--- src/rtl/pipelined_control_unit_if.sv ---
// ID-stage inputs, EX-stage flags and the decoded/resolved control outputs of the control unit.
// The slave modport belongs to the control unit; the master modport belongs to the surrounding pipeline.
interface pipelined_control_unit_if #(
    parameter int ALUCTRL_W = 4
);
    logic                 id_valid;
    logic [6:0]           op;
    logic [2:0]           funct3;
    logic                 funct7_5;
    logic                 stall;
    logic                 EQ;
    logic                 LT;
    logic                 LTU;

    logic [2:0]           ImmSrc;
    logic                 ex_valid;
    logic [ALUCTRL_W-1:0] ex_ALUctrl;
    logic                 ex_ALUSrcA;
    logic                 ex_ALUSrc;
    logic                 ex_RegWrite;
    logic                 ex_MemWrite;
    logic [1:0]           ex_ResultSrc;
    logic                 ex_illegal;
    logic [1:0]           PCSrc;
    logic                 flush_id;

    modport master (
        output id_valid, op, funct3, funct7_5, stall, EQ, LT, LTU,
        input  ImmSrc, ex_valid, ex_ALUctrl, ex_ALUSrcA, ex_ALUSrc, ex_RegWrite,
               ex_MemWrite, ex_ResultSrc, ex_illegal, PCSrc, flush_id
    );

    modport slave (
        input  id_valid, op, funct3, funct7_5, stall, EQ, LT, LTU,
        output ImmSrc, ex_valid, ex_ALUctrl, ex_ALUSrcA, ex_ALUSrc, ex_RegWrite,
               ex_MemWrite, ex_ResultSrc, ex_illegal, PCSrc, flush_id
    );
endinterface

--- src/rtl/pipelined_control_unit.sv ---
// RV32I control: ID decode into an ID/EX register, branch/jump resolution in EX.
// Latency: ex_* one cycle after ID; PCSrc/flush_id combinational from the EX slot.
// Backpressure: stall holds ID/EX; a redirect loads a bubble even while stalled.
module pipelined_control_unit #(
    parameter int ALUCTRL_W = 4,
    parameter bit EN_JUMP   = 1'b1
) (
    input logic                     clk,
    input logic                     rst_n,
    pipelined_control_unit_if.slave bus
);
    localparam logic [6:0] OP_R     = 7'b0110011;
    localparam logic [6:0] OP_I     = 7'b0010011;
    localparam logic [6:0] OP_LOAD  = 7'b0000011;
    localparam logic [6:0] OP_STORE = 7'b0100011;
    localparam logic [6:0] OP_BR    = 7'b1100011;
    localparam logic [6:0] OP_LUI   = 7'b0110111;
    localparam logic [6:0] OP_AUIPC = 7'b0010111;
    localparam logic [6:0] OP_JAL   = 7'b1101111;
    localparam logic [6:0] OP_JALR  = 7'b1100111;

    localparam logic [3:0] ALU_ADD  = 4'd0;
    localparam logic [3:0] ALU_SUB  = 4'd1;
    localparam logic [3:0] ALU_AND  = 4'd2;
    localparam logic [3:0] ALU_OR   = 4'd3;
    localparam logic [3:0] ALU_XOR  = 4'd4;
    localparam logic [3:0] ALU_SLT  = 4'd5;
    localparam logic [3:0] ALU_SLTU = 4'd6;
    localparam logic [3:0] ALU_SLL  = 4'd7;
    localparam logic [3:0] ALU_SRL  = 4'd8;
    localparam logic [3:0] ALU_SRA  = 4'd9;

    typedef struct packed {
        logic                 illegal;
        logic [ALUCTRL_W-1:0] alu_ctrl;
        logic                 alu_src_a;
        logic                 alu_src;
        logic                 reg_write;
        logic                 mem_write;
        logic [1:0]           result_src;
        logic                 branch;
        logic                 jal;
        logic                 jalr;
        logic [2:0]           funct3;
    } ctrl_t;

    ctrl_t      dec;
    ctrl_t      ex;
    logic       ex_valid_q;
    logic [3:0] alu_f3;
    logic [2:0] imm_src;
    logic       taken;
    logic [1:0] pc_src;
    logic       flush;

    // funct3 -> ALU op shared by R and I-ALU; funct7_5 means SUB only for R-type
    always_comb begin
        alu_f3 = ALU_ADD;
        case (bus.funct3)
            3'b000:  alu_f3 = (bus.op == OP_R && bus.funct7_5) ? ALU_SUB : ALU_ADD;
            3'b001:  alu_f3 = ALU_SLL;
            3'b010:  alu_f3 = ALU_SLT;
            3'b011:  alu_f3 = ALU_SLTU;
            3'b100:  alu_f3 = ALU_XOR;
            3'b101:  alu_f3 = bus.funct7_5 ? ALU_SRA : ALU_SRL;
            3'b110:  alu_f3 = ALU_OR;
            3'b111:  alu_f3 = ALU_AND;
            default: alu_f3 = ALU_ADD;
        endcase
    end

    always_comb begin
        dec        = '0;
        dec.funct3 = bus.funct3;
        imm_src    = 3'b000;
        case (bus.op)
            OP_R: begin
                dec.reg_write = 1'b1;
                dec.alu_ctrl  = ALUCTRL_W'(alu_f3);
            end
            OP_I: begin
                dec.reg_write = 1'b1;
                dec.alu_src   = 1'b1;
                dec.alu_ctrl  = ALUCTRL_W'(alu_f3);
            end
            OP_LOAD: begin
                dec.reg_write  = 1'b1;
                dec.alu_src    = 1'b1;
                dec.result_src = 2'b01;
            end
            OP_STORE: begin
                dec.mem_write = 1'b1;
                dec.alu_src   = 1'b1;
                imm_src       = 3'b001;
            end
            OP_BR: begin
                dec.alu_ctrl = ALUCTRL_W'(ALU_SUB);
                imm_src      = 3'b010;
                if (bus.funct3[2:1] == 2'b01) dec.illegal = 1'b1;
                else                          dec.branch  = 1'b1;
            end
            OP_LUI: begin
                dec.reg_write  = 1'b1;
                dec.result_src = 2'b11;
                imm_src        = 3'b011;
            end
            OP_AUIPC: begin
                dec.reg_write = 1'b1;
                dec.alu_src_a = 1'b1;
                dec.alu_src   = 1'b1;
                imm_src       = 3'b011;
            end
            OP_JAL: begin
                imm_src = 3'b100;
                if (EN_JUMP) begin
                    dec.reg_write  = 1'b1;
                    dec.jal        = 1'b1;
                    dec.alu_src_a  = 1'b1;
                    dec.alu_src    = 1'b1;
                    dec.result_src = 2'b10;
                end else begin
                    dec.illegal = 1'b1;
                end
            end
            OP_JALR: begin
                if (EN_JUMP) begin
                    dec.reg_write  = 1'b1;
                    dec.jalr       = 1'b1;
                    dec.alu_src    = 1'b1;
                    dec.result_src = 2'b10;
                end else begin
                    dec.illegal = 1'b1;
                end
            end
            default: dec.illegal = 1'b1;
        endcase
    end

    // redirect beats stall so the resolved branch/jump leaves EX on this edge
    always_ff @(posedge clk or negedge rst_n) begin
        if (!rst_n) begin
            ex_valid_q <= 1'b0;
            ex         <= '0;
        end else if (flush) begin
            ex_valid_q <= 1'b0;
            ex         <= '0;
        end else if (!bus.stall) begin
            ex_valid_q <= bus.id_valid;
            ex         <= bus.id_valid ? dec : '0;
        end
    end

    always_comb begin
        taken = 1'b0;
        case (ex.funct3)
            3'b000:  taken = bus.EQ;
            3'b001:  taken = !bus.EQ;
            3'b100:  taken = bus.LT;
            3'b101:  taken = !bus.LT;
            3'b110:  taken = bus.LTU;
            3'b111:  taken = !bus.LTU;
            default: taken = 1'b0;
        endcase
    end

    always_comb begin
        pc_src = 2'b00;
        if (ex_valid_q) begin
            if (ex.jalr)                           pc_src = 2'b10;
            else if (ex.jal || (ex.branch && taken)) pc_src = 2'b01;
        end
    end

    assign flush = (pc_src != 2'b00);

    assign bus.ImmSrc       = imm_src;
    assign bus.ex_valid     = ex_valid_q;
    assign bus.ex_ALUctrl   = ex.alu_ctrl;
    assign bus.ex_ALUSrcA   = ex.alu_src_a;
    assign bus.ex_ALUSrc    = ex.alu_src;
    assign bus.ex_RegWrite  = ex.reg_write;
    assign bus.ex_MemWrite  = ex.mem_write;
    assign bus.ex_ResultSrc = ex.result_src;
    assign bus.ex_illegal   = ex.illegal;
    assign bus.PCSrc        = pc_src;
    assign bus.flush_id     = flush;
endmodule

--- src/flat_wrapper.sv ---
// flat-port wrapper written by rule: the top's interface ports become plain ports
module pipelined_control_unit_flat 
#(
    parameter int ALUCTRL_W = 4,
    parameter bit EN_JUMP   = 1'b1
)
  (clk, rst_n, bus_id_valid, bus_op, bus_funct3, bus_funct7_5, bus_stall, bus_EQ, bus_LT, bus_LTU, bus_ImmSrc, bus_ex_valid, bus_ex_ALUctrl, bus_ex_ALUSrcA, bus_ex_ALUSrc, bus_ex_RegWrite, bus_ex_MemWrite, bus_ex_ResultSrc, bus_ex_illegal, bus_PCSrc, bus_flush_id);
  pipelined_control_unit_if #(.ALUCTRL_W(ALUCTRL_W)) bus_i ();
  input logic clk;
  input logic rst_n;
  input wire logic [$bits(bus_i.id_valid)-1:0] bus_id_valid;
  input wire logic [$bits(bus_i.op)-1:0] bus_op;
  input wire logic [$bits(bus_i.funct3)-1:0] bus_funct3;
  input wire logic [$bits(bus_i.funct7_5)-1:0] bus_funct7_5;
  input wire logic [$bits(bus_i.stall)-1:0] bus_stall;
  input wire logic [$bits(bus_i.EQ)-1:0] bus_EQ;
  input wire logic [$bits(bus_i.LT)-1:0] bus_LT;
  input wire logic [$bits(bus_i.LTU)-1:0] bus_LTU;
  output wire logic [$bits(bus_i.ImmSrc)-1:0] bus_ImmSrc;
  output wire logic [$bits(bus_i.ex_valid)-1:0] bus_ex_valid;
  output wire logic [$bits(bus_i.ex_ALUctrl)-1:0] bus_ex_ALUctrl;
  output wire logic [$bits(bus_i.ex_ALUSrcA)-1:0] bus_ex_ALUSrcA;
  output wire logic [$bits(bus_i.ex_ALUSrc)-1:0] bus_ex_ALUSrc;
  output wire logic [$bits(bus_i.ex_RegWrite)-1:0] bus_ex_RegWrite;
  output wire logic [$bits(bus_i.ex_MemWrite)-1:0] bus_ex_MemWrite;
  output wire logic [$bits(bus_i.ex_ResultSrc)-1:0] bus_ex_ResultSrc;
  output wire logic [$bits(bus_i.ex_illegal)-1:0] bus_ex_illegal;
  output wire logic [$bits(bus_i.PCSrc)-1:0] bus_PCSrc;
  output wire logic [$bits(bus_i.flush_id)-1:0] bus_flush_id;
  assign bus_i.id_valid = bus_id_valid;
  assign bus_i.op = bus_op;
  assign bus_i.funct3 = bus_funct3;
  assign bus_i.funct7_5 = bus_funct7_5;
  assign bus_i.stall = bus_stall;
  assign bus_i.EQ = bus_EQ;
  assign bus_i.LT = bus_LT;
  assign bus_i.LTU = bus_LTU;
  assign bus_ImmSrc = bus_i.ImmSrc;
  assign bus_ex_valid = bus_i.ex_valid;
  assign bus_ex_ALUctrl = bus_i.ex_ALUctrl;
  assign bus_ex_ALUSrcA = bus_i.ex_ALUSrcA;
  assign bus_ex_ALUSrc = bus_i.ex_ALUSrc;
  assign bus_ex_RegWrite = bus_i.ex_RegWrite;
  assign bus_ex_MemWrite = bus_i.ex_MemWrite;
  assign bus_ex_ResultSrc = bus_i.ex_ResultSrc;
  assign bus_ex_illegal = bus_i.ex_illegal;
  assign bus_PCSrc = bus_i.PCSrc;
  assign bus_flush_id = bus_i.flush_id;
  pipelined_control_unit #(.ALUCTRL_W(ALUCTRL_W), .EN_JUMP(EN_JUMP)) u_core (.clk(clk), .rst_n(rst_n), .bus(bus_i));
endmodule
--- config.mk ---
export PLATFORM = sky130hd
export DESIGN_NAME = pipelined_control_unit_flat
export DESIGN_NICKNAME = d
export VERILOG_FILES = /design/src/rtl/pipelined_control_unit_if.sv /design/src/rtl/pipelined_control_unit.sv /design/src/flat_wrapper.sv
export SDC_FILE = /design/constraint.sdc
export NUM_CORES = 1
export LEC_CHECK = 0
export CAP_MARGIN = 20
export CORE_MARGIN = 8
export CORE_UTILIZATION = 49
export CTS_CLUSTER_SIZE = 14
export DETAILED_ROUTE_END_ITERATION = 16
export HOLD_SLACK_MARGIN = 0.03
export PLACE_DENSITY = 0.8
export REMOVE_ABC_BUFFERS = 1
export SETUP_SLACK_MARGIN = 0.5
export SLEW_MARGIN = 30
export SYNTH_ARGS = -nofsm -noshare
export SYNTH_HDL_FRONTEND = slang
export SYNTH_SLANG_ARGS = --single-unit
--- constraint.sdc ---
create_clock -name clk -period 4.2 [get_ports clk]
set_clock_uncertainty 0.15 [all_clocks]
set_input_delay 0.84 -clock clk [delete_from_list [all_inputs] [get_ports clk]]
set_output_delay 0.84 -clock clk [all_outputs]
set_load 0.005 [all_outputs]
[Yosys cells after proc, flatten, opt, wreduce, memory -nomap -nowiden]
Cells that the tools add are included.
Word-level totals
  logic and storage cells: 76
  input bits: 18
  output and inout bits: 18
  register bits: 18
Cells by class
  equality and inequality tests: 23
  multiplexer cells: 25
  reductions and logical operators: 16
Operators with widths (number)
  17-bit 2-to-1 mux: 3
  4-bit one-hot mux with 8 select lines: 1
  3-bit equality test, second input constant: 8
  7-bit by 6-bit equality test with 1-bit output, second input constant: 3
  7-bit equality test, second input constant: 3
  7-bit by 5-bit equality test with 1-bit output, second input constant: 2
  1-bit 2-to-1 mux: 14
  3-bit one-hot mux with 4 select lines: 1
  4-bit one-hot mux with 2 select lines: 1
  2-bit OR reduction: 4
  8-bit OR reduction: 1
  7-bit by 2-bit equality test with 1-bit output, second input constant: 1
  7-bit OR reduction: 1
  3-bit by 1-bit equality test with 1-bit output, second input constant: 2
  3-bit by 2-bit equality test with 1-bit output, second input constant: 2
  3-bit logical NOT: 2
  1-bit one-hot mux with 6 select lines: 1
  2-bit one-hot mux with 3 select lines: 1
  6-bit OR reduction: 1
  2-bit 2-to-1 mux: 2
  1-bit logical NOT: 3
  2-bit by 1-bit equality test with 1-bit output, second input constant: 1
  1-bit logical AND: 2
  2-bit by 1-bit inequality test with 1-bit output, second input constant: 1
  3 further kinds: 3

[Logic depth before layout (Yosys ltp)]
  depth in word-level cells: 9
  gate-level depth with buffers: 5
  depth with buffers taken out: 4

[Worst setup path after synthesis]
OpenSTA, ideal clock, no wires.
  path type: input port to output port
  start point: input bus_LTU
  end point: output bus_flush_id
  path slack: 1.587 ns
  stages: 4
  buffers on the path: 1
  required time: 3.210 ns
  data arrival time: 1.623 ns
  cell sequence: xor2_1 > a311oi_1 > a21oi_2 > buf_6
On the way
  word-level cells in the longest chain between the ends: 8
Ends and longest elaborated chain
  start, declared: line flat_wrapper.sv:18  | input wire logic [$bits(bus_i.LTU)-1:0] bus_LTU;
  1-bit logical NOT: line pipelined_control_unit.sv:161  | 3'b111: taken = !bus.LTU;
  1-bit one-hot mux with 6 select lines (*): line pipelined_control_unit.sv:155  | case (ex.funct3)
  1-bit logical AND (*): line pipelined_control_unit.sv:170  | else if (ex.jal || (ex.branch && taken)) pc_src = 2'b01;
  1-bit logical OR (*): line pipelined_control_unit.sv:170
  1-bit 2-to-1 mux (*): line pipelined_control_unit.sv:170
  2-bit 2-to-1 mux (*): line pipelined_control_unit.sv:169  | if (ex.jalr) pc_src = 2'b10;
  2-bit 2-to-1 mux (*): line pipelined_control_unit.sv:168  | if (ex_valid_q) begin
  2-bit nonzero test (*): line pipelined_control_unit.sv:174  | assign flush = (pc_src != 2'b00);
  end, declared: line flat_wrapper.sv:29  | output wire logic [$bits(bus_i.flush_id)-1:0] bus_flush_id;
Mark *: on every way between the ends. The rest lies on a longest branch, timed or not.

[Worst setup path after layout]
  start point: input bus_op[4]
  end point: output bus_ImmSrc[1]
On the way
  word-level cells in the longest chain between the ends: 3
  elaborated cells between the ends (all ways): 7
  classes of those cells: 5 x eq/ne; 1 x mux; 1 x reduce/logical
Ends and longest elaborated chain
  start, declared: line flat_wrapper.sv:12  | input wire logic [$bits(bus_i.op)-1:0] bus_op;
  7-bit by 6-bit equality test with 1-bit output or 7-bit by 5-bit equality test with 1-bit output (tied branches): line pipelined_control_unit.sv:76  | case (bus.op)
  2-bit OR reduction (no source line)
  3-bit one-hot mux with 4 select lines (*): line pipelined_control_unit.sv:76
  end, declared: line flat_wrapper.sv:19  | output wire logic [$bits(bus_i.ImmSrc)-1:0] bus_ImmSrc;
Marks and branches as above.

==> metrics.csv <==
metric,value,unit
max_freq,0.2772,GHz
gp_congestion,0.8777,
path_max_fanout,12,
synth_top_family_by_area,simple AND/OR/NAND/NOR gates,
die_x,64.60,microns
route.detailed.drc,0,
mostFrequentLayoutCells,"clkdlybuf4s50_1 (33), dfrtp_1 (18), nand2_1 (17), a21oi_1 (17), nor2_1 (14)",
grt_max_degree,25,
finalSetupTns,0,ns
power,358.5,uW
synth_seq_area_share,38.92,%
viasPerCell,5.888,
crit_start,bus_op[4],
cts_setup_buffers,0,
rrSetupSlack,2.51,ns
n_antenna_cell,0,
synthAdderAreaFrac,0,%
ys_top_cells_by_area,"dfrtp_1 (39%), a21oi_1 (7.4%), nand2_1 (5.5%)",
netlist_instances,134,
cts.sinks,18,
p_leak,0.6082,nW
rows,17,
ir_worst_vdd,0.0002099,V
hold_viol,0,
synth_compound_area_share,19.89,%
cts_tree,built,
io_pins,36,
ys_types,39,
path_class,input port to output port,
worstMarginPinSlew,0.7791,ns
cts_buffers,3,
r2r_end,u_core.bus.ex_ALUSrcA,
cp.arrival,2.62,ns
setup_viol,0,
first_pass_iters,4,
powerDensity,238.6,nW/um^2
ys_ff_latch,18,
dp_hpwl,2129,microns
rsz0062_at_grt,false,
grt_pass1_vias,1087,
via_count,1107,
start_util,51.82,%
route.antenna.remaining_nets,0,
cts_max_level,1,
syn2layout_area_growth,29.84,%
yosys.area_share.simple,28.54,%
cts_root_buf,clkbuf_4,
required,3.21,ns
finalMaxSlewViolations,0,
endpoint,bus_ImmSrc[1],
cap_violations,0,
syn_area,1157,sq um
period_minus_slack,3.607,ns
hold_path_class,input port to asynchronous set/reset pin,
grt_util_all_layers,14.31,%
yosys.area.top_type,dfrtp_1,
wl,2929,microns
avgSynthCellArea,8.637,sq um
grt_overflow,0,
final_core_util,67.28,%
grt_pass1_wl,4947,microns
period_share,85.89,%
clk_pin_slew,0.11,ns
dieHeight,64.60,microns
drive_gt1_share,8.125,%
slew_headroom,47.90,%
status,finished clean,
fin_nets,179,
reg2reg_depth,5,
yosys.area.top_type_share,38.92,%
clk_latency,0.29,ns
io_buffer_count,35,
final_common_cell,clkdlybuf4s50_1,
routedWlPerCell,15.58,microns
antenna_found_initial,0,
synthXorXnorAreaFrac,3.027,%
timing.rr.start,u_core.ex[0],
fp.dieArea,4173,sq um
yosys_warnings,0,
cp-start-kind,input port,
synth.area.mux_share,1.838,%
cp-end-kind,output port,
drt-initial-drc-count,36,
fp.coreArea,2233,sq um
cts_max_path_buffers,2,
## synthesized netlist by cell type (all sizes together)
cell and number:
a211o 1, a21oi 18, a22oi 5, a311oi 1, a31oi 4, a32oi 1
and2 1, and3 1, buf 10, clkbuf 4, dfrtp 18, inv 1
mux2 1, mux2i 1, nand2 17, nand2b 1, nand3 3, nand3b 3
nand4 1, nand4b 2, nand4bb 1, nor2 14, nor2b 3, nor3 6
nor3b 1, nor4b 1, o2111ai 1, o21ai 3, o21ba 1, o22ai 1
o31ai 1, or3 2, or3b 1, xnor2 1, xor2 3
## worst max-delay path, stage by stage
cell	delay, ns
clkdlybuf4s50_1	0.72
nand2_1	0.16
nor2_1	0.13
a21oi_1	0.06
nor3_1	0.18
clkdlybuf4s50_1	0.54
## stage by stage
step | std cells | setup WS [ns] | area (sq um) | hold WS [ns]
2_1_floorplan | 120 | 1.598 | 1071 | 0.3594
5_1_grt | 188 | 0.5163 | 1503 | 0.3340
3_5_place_dp | 184 | 0.5968 | 1464 | 0.3743
6_report | 188 | 0.5926 | 1503 | 0.3028
4_1_cts | 188 | 0.5843 | 1500 | 0.3912
3_3_place_gp | 184 | 0.6657 | 1464 | 0.3692
## timing repair
item / in CTS / in global routing
setup endpoints to repair: 0 / 1
gates resized for setup: 0 / 2
hold buffers: 0 / 0
hold endpoints to repair: 0 / 0
## layer usage
metal	vias to the layer above	global-route usage (%)	wire [microns]
met4	0	4.632	31
met5	-	0	0
met2	46	22.48	1367
met1	526	17.60	1264
met3	6	5.498	267
li1	529	-	-
## worst min path at each step
| stage | depth (start not counted) | to | start | slack [ns] |
|---|---|---|---|---|
| after global placement | 2 | u_core.bus.ex_ResultSrc[0] | u_core.bus.ex_ResultSrc[0] | 0.37 |
| final | 1 | u_core.bus.ex_ResultSrc[1] | rst_n | 0.30 |
| after detailed placement | 2 | u_core.bus.ex_ResultSrc[0] | u_core.bus.ex_ResultSrc[0] | 0.37 |
| after CTS | 2 | u_core.bus.ex_ResultSrc[1] | u_core.bus.ex_ResultSrc[1] | 0.39 |
| after global routing | 1 | u_core.ex[3] | rst_n | 0.33 |
| after floorplan | 2 | u_core.ex[5] | u_core.ex[5] | 0.36 |
## area by class of cell
cell class                      count  area (sq um)
Fill cell                         195         730.7
Multi-Input combinational cell    101         621.8
Sequential cell                    18         450.4
Timing Repair Buffer               36         355.3
Clock buffer                        4         36.28
Tap cell                           28         35.03
Inverter                            1         3.754
## flip-flops by register name, indices dropped and copies added, names as in the netlist
register                 flops
u_core.ex                    6
u_core.bus.ex_ALUctrl        4
u_core.bus.ex_ResultSrc      2
u_core.bus.ex_ALUSrc         1
u_core.bus.ex_ALUSrcA        1
u_core.bus.ex_MemWrite       1
u_core.bus.ex_RegWrite       1
u_core.bus.ex_illegal        1
u_core.bus.ex_valid          1
## cell families after synthesis
group	after synthesis
AO/OA/AOI/OAI	37
XOR/XNOR	4
buffers and inverters	15
flip-flops	18
multiplexers	2
AND/OR/NAND/NOR	58
## power breakdown
part           leakage, nW  switching (mW)  internal [mW]
Sequential           0.245         0.00489          0.178
Clock               0.0210          0.0532         0.0528
Combinational        0.342          0.0352         0.0342
(Power assumes the default switching activity.)
